**src/rtl/uart_pkg.sv**
```systemverilog
// Shared UART definitions: state encoding, counter width and baud divisor helper.
package uart_pkg;

   localparam int CNT_W = 16;

   typedef enum logic [2:0] {
      IDLE,
      START,
      DATA,
      PARITY,
      STOP
   } uart_state_e;

   function automatic int unsigned calc_bps_cnt(input int unsigned clk_freq,
                                                input int unsigned bps);
      return clk_freq / bps;
   endfunction

endpackage

```
**src/rtl/uart_baud_tick.sv**
```systemverilog
// Bit-period counter: counts 0..BPS_CNT-1 while enabled, strobes bit_end on the last count.
module uart_baud_tick
   import uart_pkg::*;
#(
   parameter int unsigned BPS_CNT = 5208
) (
   input  logic sys_clk,
   input  logic sys_rst,
   input  logic en,
   output logic bit_end,
   output logic bit_pre
);

   localparam logic [CNT_W-1:0] CNT_LAST = CNT_W'(BPS_CNT - 1);
   localparam logic [CNT_W-1:0] CNT_PRE  = CNT_W'(BPS_CNT - 2);

   logic [CNT_W-1:0] clk_cnt;

   always_ff @(posedge sys_clk or posedge sys_rst) begin
      if (sys_rst) begin
         clk_cnt <= '0;
      end else if (!en || clk_cnt == CNT_LAST) begin
         clk_cnt <= '0;
      end else begin
         clk_cnt <= clk_cnt + 1'b1;
      end
   end

   // bit_pre lets the parent register a pulse that lands in the final clock of a bit
   assign bit_end = en && (clk_cnt == CNT_LAST);
   assign bit_pre = en && (clk_cnt == CNT_PRE);

endmodule

```
**src/rtl/uart_send.sv**
```systemverilog
// UART transmitter, 8N1 LSB first; define UART_SEND_PARITY_EN to insert an even parity bit.
//
//   state  | meaning
//   IDLE   | line high, tx_ready high, waiting for tx_valid
//   START  | start bit (low) for one bit period
//   DATA   | eight data bits, LSB first
//   PARITY | even parity of the latched byte (UART_SEND_PARITY_EN only)
//   STOP   | stop bit (high); tx_done in its final clock
module uart_send
   import uart_pkg::*;
#(
   parameter int unsigned CLK_FREQ = 50000000,
   parameter int unsigned UART_BPS = 9600
) (
   input  logic       sys_clk,
   input  logic       sys_rst,
   input  logic [7:0] tx_data,
   input  logic       tx_valid,
   output logic       tx_ready,
   output logic       tx_busy,
   output logic       tx_done,
   output logic       uart_txd
);

   localparam int unsigned BPS_CNT = calc_bps_cnt(CLK_FREQ, UART_BPS);

   generate
      if (BPS_CNT < 2 || BPS_CNT > 65535) begin : g_bps_range
         $error("uart_send: BPS_CNT out of range 2..65535");
      end
   endgenerate

   uart_state_e state;
   logic [7:0]  shift_reg;
   logic [2:0]  bit_idx;
   logic        bit_end;
   logic        bit_pre;
`ifdef UART_SEND_PARITY_EN
   logic        parity_bit;
`endif

   uart_baud_tick #(
      .BPS_CNT (BPS_CNT)
   ) u_baud_tick (
      .sys_clk (sys_clk),
      .sys_rst (sys_rst),
      .en      (state != IDLE),
      .bit_end (bit_end),
      .bit_pre (bit_pre)
   );

   always_ff @(posedge sys_clk or posedge sys_rst) begin
      if (sys_rst) begin
         state     <= IDLE;
         shift_reg <= '0;
         bit_idx   <= '0;
         uart_txd  <= 1'b1;
         tx_ready  <= 1'b1;
         tx_busy   <= 1'b0;
         tx_done   <= 1'b0;
`ifdef UART_SEND_PARITY_EN
         parity_bit <= 1'b0;
`endif
      end else begin
         tx_done <= 1'b0;
         case (state)
            IDLE: begin
               if (tx_valid && tx_ready) begin
                  shift_reg <= tx_data;
                  bit_idx   <= '0;
                  uart_txd  <= 1'b0;
                  tx_ready  <= 1'b0;
                  tx_busy   <= 1'b1;
                  state     <= START;
`ifdef UART_SEND_PARITY_EN
                  parity_bit <= ^tx_data;
`endif
               end
            end
            START: begin
               if (bit_end) begin
                  uart_txd  <= shift_reg[0];
                  shift_reg <= {1'b0, shift_reg[7:1]};
                  state     <= DATA;
               end
            end
            DATA: begin
               if (bit_end) begin
                  if (bit_idx == 3'd7) begin
`ifdef UART_SEND_PARITY_EN
                     uart_txd <= parity_bit;
                     state    <= PARITY;
`else
                     uart_txd <= 1'b1;
                     state    <= STOP;
`endif
                  end else begin
                     uart_txd  <= shift_reg[0];
                     shift_reg <= {1'b0, shift_reg[7:1]};
                  end
                  bit_idx <= bit_idx + 3'd1;
               end
            end
`ifdef UART_SEND_PARITY_EN
            PARITY: begin
               if (bit_end) begin
                  uart_txd <= 1'b1;
                  state    <= STOP;
               end
            end
`endif
            STOP: begin
               if (bit_pre) begin
                  tx_done <= 1'b1;
               end
               if (bit_end) begin
                  tx_ready <= 1'b1;
                  tx_busy  <= 1'b0;
                  state    <= IDLE;
               end
            end
            default: begin
               uart_txd <= 1'b1;
               tx_ready <= 1'b1;
               tx_busy  <= 1'b0;
               state    <= IDLE;
            end
         endcase
      end
   end

endmodule

```
**config.mk**
```make
export PLATFORM = sky130hd
export DESIGN_NAME = uart_send
export DESIGN_NICKNAME = d
export VERILOG_FILES = /design/src/rtl/uart_pkg.sv /design/src/rtl/uart_baud_tick.sv /design/src/rtl/uart_send.sv
export SDC_FILE = /design/constraint.sdc
export NUM_CORES = 1
export LEC_CHECK = 0
export ABC_AREA = 1
export CAP_MARGIN = 20
export CORE_UTILIZATION = 52
export CTS_CLUSTER_DIAMETER = 150
export DETAILED_ROUTE_END_ITERATION = 7
export PLACE_DENSITY = 0.75
export SLEW_MARGIN = 10
export SYNTH_ARGS = -nofsm -noshare
export SYNTH_HDL_FRONTEND = slang
export SYNTH_SLANG_ARGS = --single-unit
```
**constraint.sdc**
```tcl
create_clock -name sys_clk -period 1.6 [get_ports sys_clk]
set_input_delay 0.32 -clock sys_clk [delete_from_list [all_inputs] [get_ports sys_clk]]
set_output_delay 0.32 -clock sys_clk [all_outputs]
set_load 0.02 [all_outputs]
```
# Yosys cells after proc, flatten, opt, wreduce, memory -nomap -nowiden
# Cells that the tools add are included.
[word_totals]
output_inout_bits = 4
word_cells = 66
reg_bits = 34
[op_classes]
n_eq_ne = 12
muxes = 27
n_bitwise = 2
n_reduce_logical = 15
addsub = 2
[ops]
columns = ["op", "count"]
rows = [
  ["16-bit by 13-bit == test with 1-bit output, second input constant", 2],
  ["8-bit 2-to-1 mux", 4],
  ["8-bit case mux with 3 select lines", 1],
  ["3-bit 2-to-1 mux", 7],
  ["16-bit by 1-bit adder with 16-bit output, second input constant", 1],
  ["16-bit 2-to-1 mux", 1],
  ["2-bit inequality test, second input constant", 6],
  ["3-bit case mux with 4 select lines", 1],
  ["5-bit AND reduction", 2],
  ["1-bit 2-to-1 mux", 9],
  ["3-bit == test, second input constant", 2],
  ["1-bit case mux with 3 select lines", 2],
  ["3-bit case mux with 2 select lines", 1],
  ["3-bit AND reduction", 2],
  ["3-bit nonzero test", 2],
  ["1-bit case mux with 4 select lines", 1],
  ["4-bit AND reduction", 1],
  ["3-bit by 1-bit adder with 3-bit output, second input constant", 1],
  ["3-bit by 1-bit == test with 1-bit output, second input constant", 1],
  ["3-bit by 2-bit == test with 1-bit output, second input constant", 1],
  ["1-bit logical AND", 3],
  ["3-bit zero test", 1],
  ["1-bit inverter", 2],
  ["2-bit nonzero test", 1],
  ["other kinds (3)", 3],
]

# Depth between registers and ports, before layout
[depth]
word_depth = 4
mapped_depth = 10
mapped_depth_nobuf = 10

# Hierarchy
# A second synthesis with hierarchy kept.
[hier_totals]
cells_unflattened = 265
area_unflattened_um2 = 2069.5
[modules_own_cells]
columns = ["mod", "area_per_inst_um2", "cells_each", "seq_area_each_um2", "n_inst"]
rows = [
  ["uart_send", 1153.6, 144, 452.9, 1],
  ["uart_baud_tick", 915.9, 121, 400.4, 1],
]

# Worst setup path before layout
# OpenSTA, ideal clock, no wires.
[synth_timing]
kind = "flip-flop to flip-flop"
start = "register u_baud_tick.clk_cnt[0]"
end = "register shift_reg[5]"
n_path_buf = 1
arrival_ns = 1.414
setup_slack_ns = 0.064
t_required_ns = 1.478
stages_incl_launch_ff = 10
period_less_slack_ns = 1.536
path_cell_list = "dfrtp_1 > ha_1 > nand3_1 > nor2_1 > nand2_4 > o21ai_4 > nand3_4 > buf_6 > nand2_1 > o21ai_2"
[synth_via]
elab_chain_len = 4
word_cells_on_any_way = 5
cone_classes = "eq/ne (3); reduce/logical (2)"
[synth_lines]
columns = ["item", "line_no", "rtl"]
rows = [
  ["start, declared", "uart_baud_tick.sv:17", "logic [CNT_W-1:0] clk_cnt;"],
  ["start signal, assigned", "uart_baud_tick.sv:25", "clk_cnt <= clk_cnt + 1'b1;"],
  ["16-bit by 13-bit == test with 1-bit output *", "uart_baud_tick.sv:30", "assign bit_end = en && (clk_cnt == CNT_LAST);"],
  ["1-bit logical AND *", "uart_baud_tick.sv:30", ""],
  ["2-bit inequality test (no source line)", "-", ""],
  ["5-bit AND reduction (no source line) *", "-", ""],
  ["end signal, assigned", "uart_send.sv:69", "shift_reg <= tx_data;"],
  ["end signal, assigned", "uart_send.sv:83", "shift_reg <= {1'b0, shift_reg[7:1]};"],
  ["end signal, assigned", "uart_send.sv:99", "shift_reg <= {1'b0, shift_reg[7:1]};"],
  ["end, declared", "uart_send.sv:34", "logic [7:0] shift_reg;"],
]
# Every way passes the cells marked *; elsewhere a longest branch is shown, timed or not.
# A chain may end at the register's enable or synchronous reset.

# Worst setup path after layout
[layout_timing]
start = "register tx_ready"
end = "output tx_ready"
[layout_rtl]
columns = ["item", "line_no", "rtl"]
rows = [
  ["start, declared", "uart_send.sv:19", "output logic tx_ready,"],
  ["start signal, assigned", "uart_send.sv:58", "tx_ready <= 1'b1;"],
  ["start signal, assigned", "uart_send.sv:72", "tx_ready <= 1'b0;"],
  ["start signal, assigned", "uart_send.sv:117", "tx_ready <= 1'b1;"],
]
# No word-level cell between the ends.

==> results.ini <==
[clock_network]
cts.htree.levels = 2
holdBufCountCts = 0
numCtsBuffers = 5
cts_root_buffer = clkbuf_4
cts_tree = built
cts.clk_slew.worst_paths_ps = 120
clkSinkCount = 34
clock_tree.buffer_depth = 2
clock_latency_ps = 340

[power_and_ir_drop]
ir_drop_uv = 946.7
switchingPower_uw = 1692
p_per_area_mw_per_mm2 = 1661
swShare_pct = 44.33
p_clk_share_pct = 13.2
power.share.combinational_pct = 53.2
p_int_uw = 2124
p_leak_uw = 0.001073
p_seq_share_pct = 33.6

[placement]
finalWeightedCongestion = 0.8157
dpl.hpwl_um = 2587
io_buffer_count = 14

[routing]
post-route-drc-count = 0
vias_per_cell = 4.997
first_pass_iters = 4
postRouteAntennaNets = 0
drt-initial-drc-count = 115
wire_per_inst_um = 11.94
dr_total_vias = 1509
drt-total-wl_um = 3606

[synth]
syn_area_per_cell_um2 = 8.650
synth-seq-cells = 34
synthTopCellsByArea = dfrtp_1 42%, nand2_1 8.5%, nor2_1 5.2%, o21ai_2 4.6%, mux2i_1 3.7%
synthFlopType = dfrtp_1
synth_async_sr_flop_share_pct = 100.0
synth_top_area_share_pct = 42.27
synth.most_common_cell = nand2_1
synth.distinct_cells = 32
synth_area_mm2 = 0.001894
ys_seq_area_share_pct = 45.05
yosys.area.top_type = dfrtp_1
syn_inst = 219
synth_warnings = 0
ys_top_cells_by_count = 43 x nand2_1, 32 x dfrtp_1, 26 x nor2_1
synth_nets = 234
synth_edf_count = 0

[die]
placeableCoreArea_mm2 = 0.003416
die-area_mm2 = 0.003888
boundaryPins = 15
placementRows = 21
die_h_um = 62.36
start_util_pct = 55.46
fp.dieW_um = 62.36

[outcome]
status = completed

[setup_path]
crit_path_end_kind = output pin
cp.arrival_ps = 1220
reg2reg_slack_ps = 90
cp_data_required_time_ps = 1280
rr_worst_depth = 8
worstPathCellList = dlygate4sd2_1
start_kind = register
critPathSlowestCell = dfstp_2
slowest_delay_ps = 560
r2r_end = shift_reg[0]
rr_startpoint = u_baud_tick.clk_cnt[0]
path_delay_family = flip-flops
worst-path-max-fanout = 3
critPathKind = register to output pin
critPathBufInv = 1

[cells_and_area]
final_util_pct = 67.25
diodes = 0
largest_reg_flops = 16
drive_gt1_share_pct = 24.22
synthToLayoutAreaGrowth_pct = 21.27
fin_nets = 270

[sta]
clock_skew_ps = 19.62
worstMarginPinSlew_ps = 355.7
hold_viol = 0
grt_setup_unrepaired = yes
relSlewSlack_pct = 76.11
fin_hold_ws_ps = 304.0
final-max-slew-violation-count = 0
post-route-period-util_pct = 96.55
fmaxAchievable_mhz = 647.3
setup_viol = 0
min_period_ps = 1545

[global_routing]
grt.overflow.total = 0
grt_pass1_vias = 1466
grt_max_degree = 35
grt_pass1_wl_um = 6472
grt.total_usage_pct = 21.37
antenna_found_initial = 0

[flow_run]
drv_cap = 0

[worst_hold_path]
worstHoldPathType = input pin to asynchronous set/reset pin

[metal layers]
metal  track usage, %  vias up  routed length (um)
li1                 -      789                   -
met1            32.18      676                1888
met2            29.95       37                1488
met3            3.309        7                 162
met4            9.884        0                  66
met5                0        -                   0
[stage by stage]
stage,setup TNS [ps],power (uW),cell area [um2],std cells,worst slack [ps]
2_1_floorplan,0,2752,1894,219,64.22
3_3_place_gp,0,3154,2183,290,82.03
3_5_place_dp,0,3186,2183,290,16.20
4_1_cts,0,3781,2265,299,7.954
5_1_grt,-65.64,4120,2297,302,-27.07
6_report,0,3816,2297,302,55.22
[timing repair]
| action | in CTS | in global routing |
|---|---|---|
| resized for setup | 5 | 4 |
| setup endpoints to repair | 5 | 13 |
| buffers inserted | 0 | 3 |
| pin swaps | 1 | 1 |
| cloned | 1 | 0 |
[placed cells by master (no fill, tap or decap), types with 3 or more instances in the layout]
cell type,count
nand2_1,43
dfrtp_1,32
nor2_1,24
inv_1,18
buf_4,15
nand3_1,13
nor3_1,13
clkdlybuf4s50_1,10
o21ai_2,9
mux2i_1,7
inv_2,6
xor2_1,6
nand2_2,5
nor2_2,5
o21ai_0,5
clkbuf_4,5
a21oi_1,3
nand3_4,3
nand4_1,3
o21ai_1,3
ha_1,3
dlygate4sd2_1,3
[power by group through the flow]
stage / sequential (uW) / combinational [uW] / clock (uW)
final: 1280 / 2030 / 504
after global routing: 1310 / 2250 / 558
after CTS: 1280 / 1990 / 517
after detailed placement: 1290 / 1890 / 0
after global placement: 1290 / 1860 / 0
after floorplan: 1310 / 1440 / 0
[cell families (layout without fill, tap and decap cells)]
group | Yosys count | after routing | synth area share [%]
and+or+nand+nor | 116 | 117 | 30.05
DFF | 34 | 34 | 45.05
buffers and inverters | 26 | 62 | 5.746
AOI/OAI and AO/OA | 25 | 25 | 9.577
xor gates and xnor gates | 7 | 7 | 3.237
muxes | 7 | 7 | 3.699
adders and majority gates | 4 | 4 | 2.642
[cell type report]
class / instances / area (um2)
fill: 277 / 1119
inverter: 24 / 90.09
clock inverter: 1 / 5.005
multi-input combinational: 160 / 964.7
sequential: 34 / 853.3
tap: 46 / 57.56
timing repair buffer: 30 / 271.5
clock buffer: 7 / 55.05
[how the worst max path moves through the flow]
| stage | startpoint | end | slack [ps] | depth (start not counted) |
|---|---|---|---|---|
| after global routing | u_baud_tick.clk_cnt[1] | u_baud_tick.clk_cnt[14] | -30 | 8 |
| after CTS | tx_done | tx_done | 8 | 1 |
| after detailed placement | u_baud_tick.clk_cnt[0] | shift_reg[0] | 20 | 8 |
| after floorplan | u_baud_tick.clk_cnt[0] | shift_reg[5] | 60 | 9 |
| final | tx_ready | tx_ready | 60 | 1 |
| after global placement | u_baud_tick.clk_cnt[1] | shift_reg[5] | 80 | 8 |
Power figures use the tool's default switching activity.
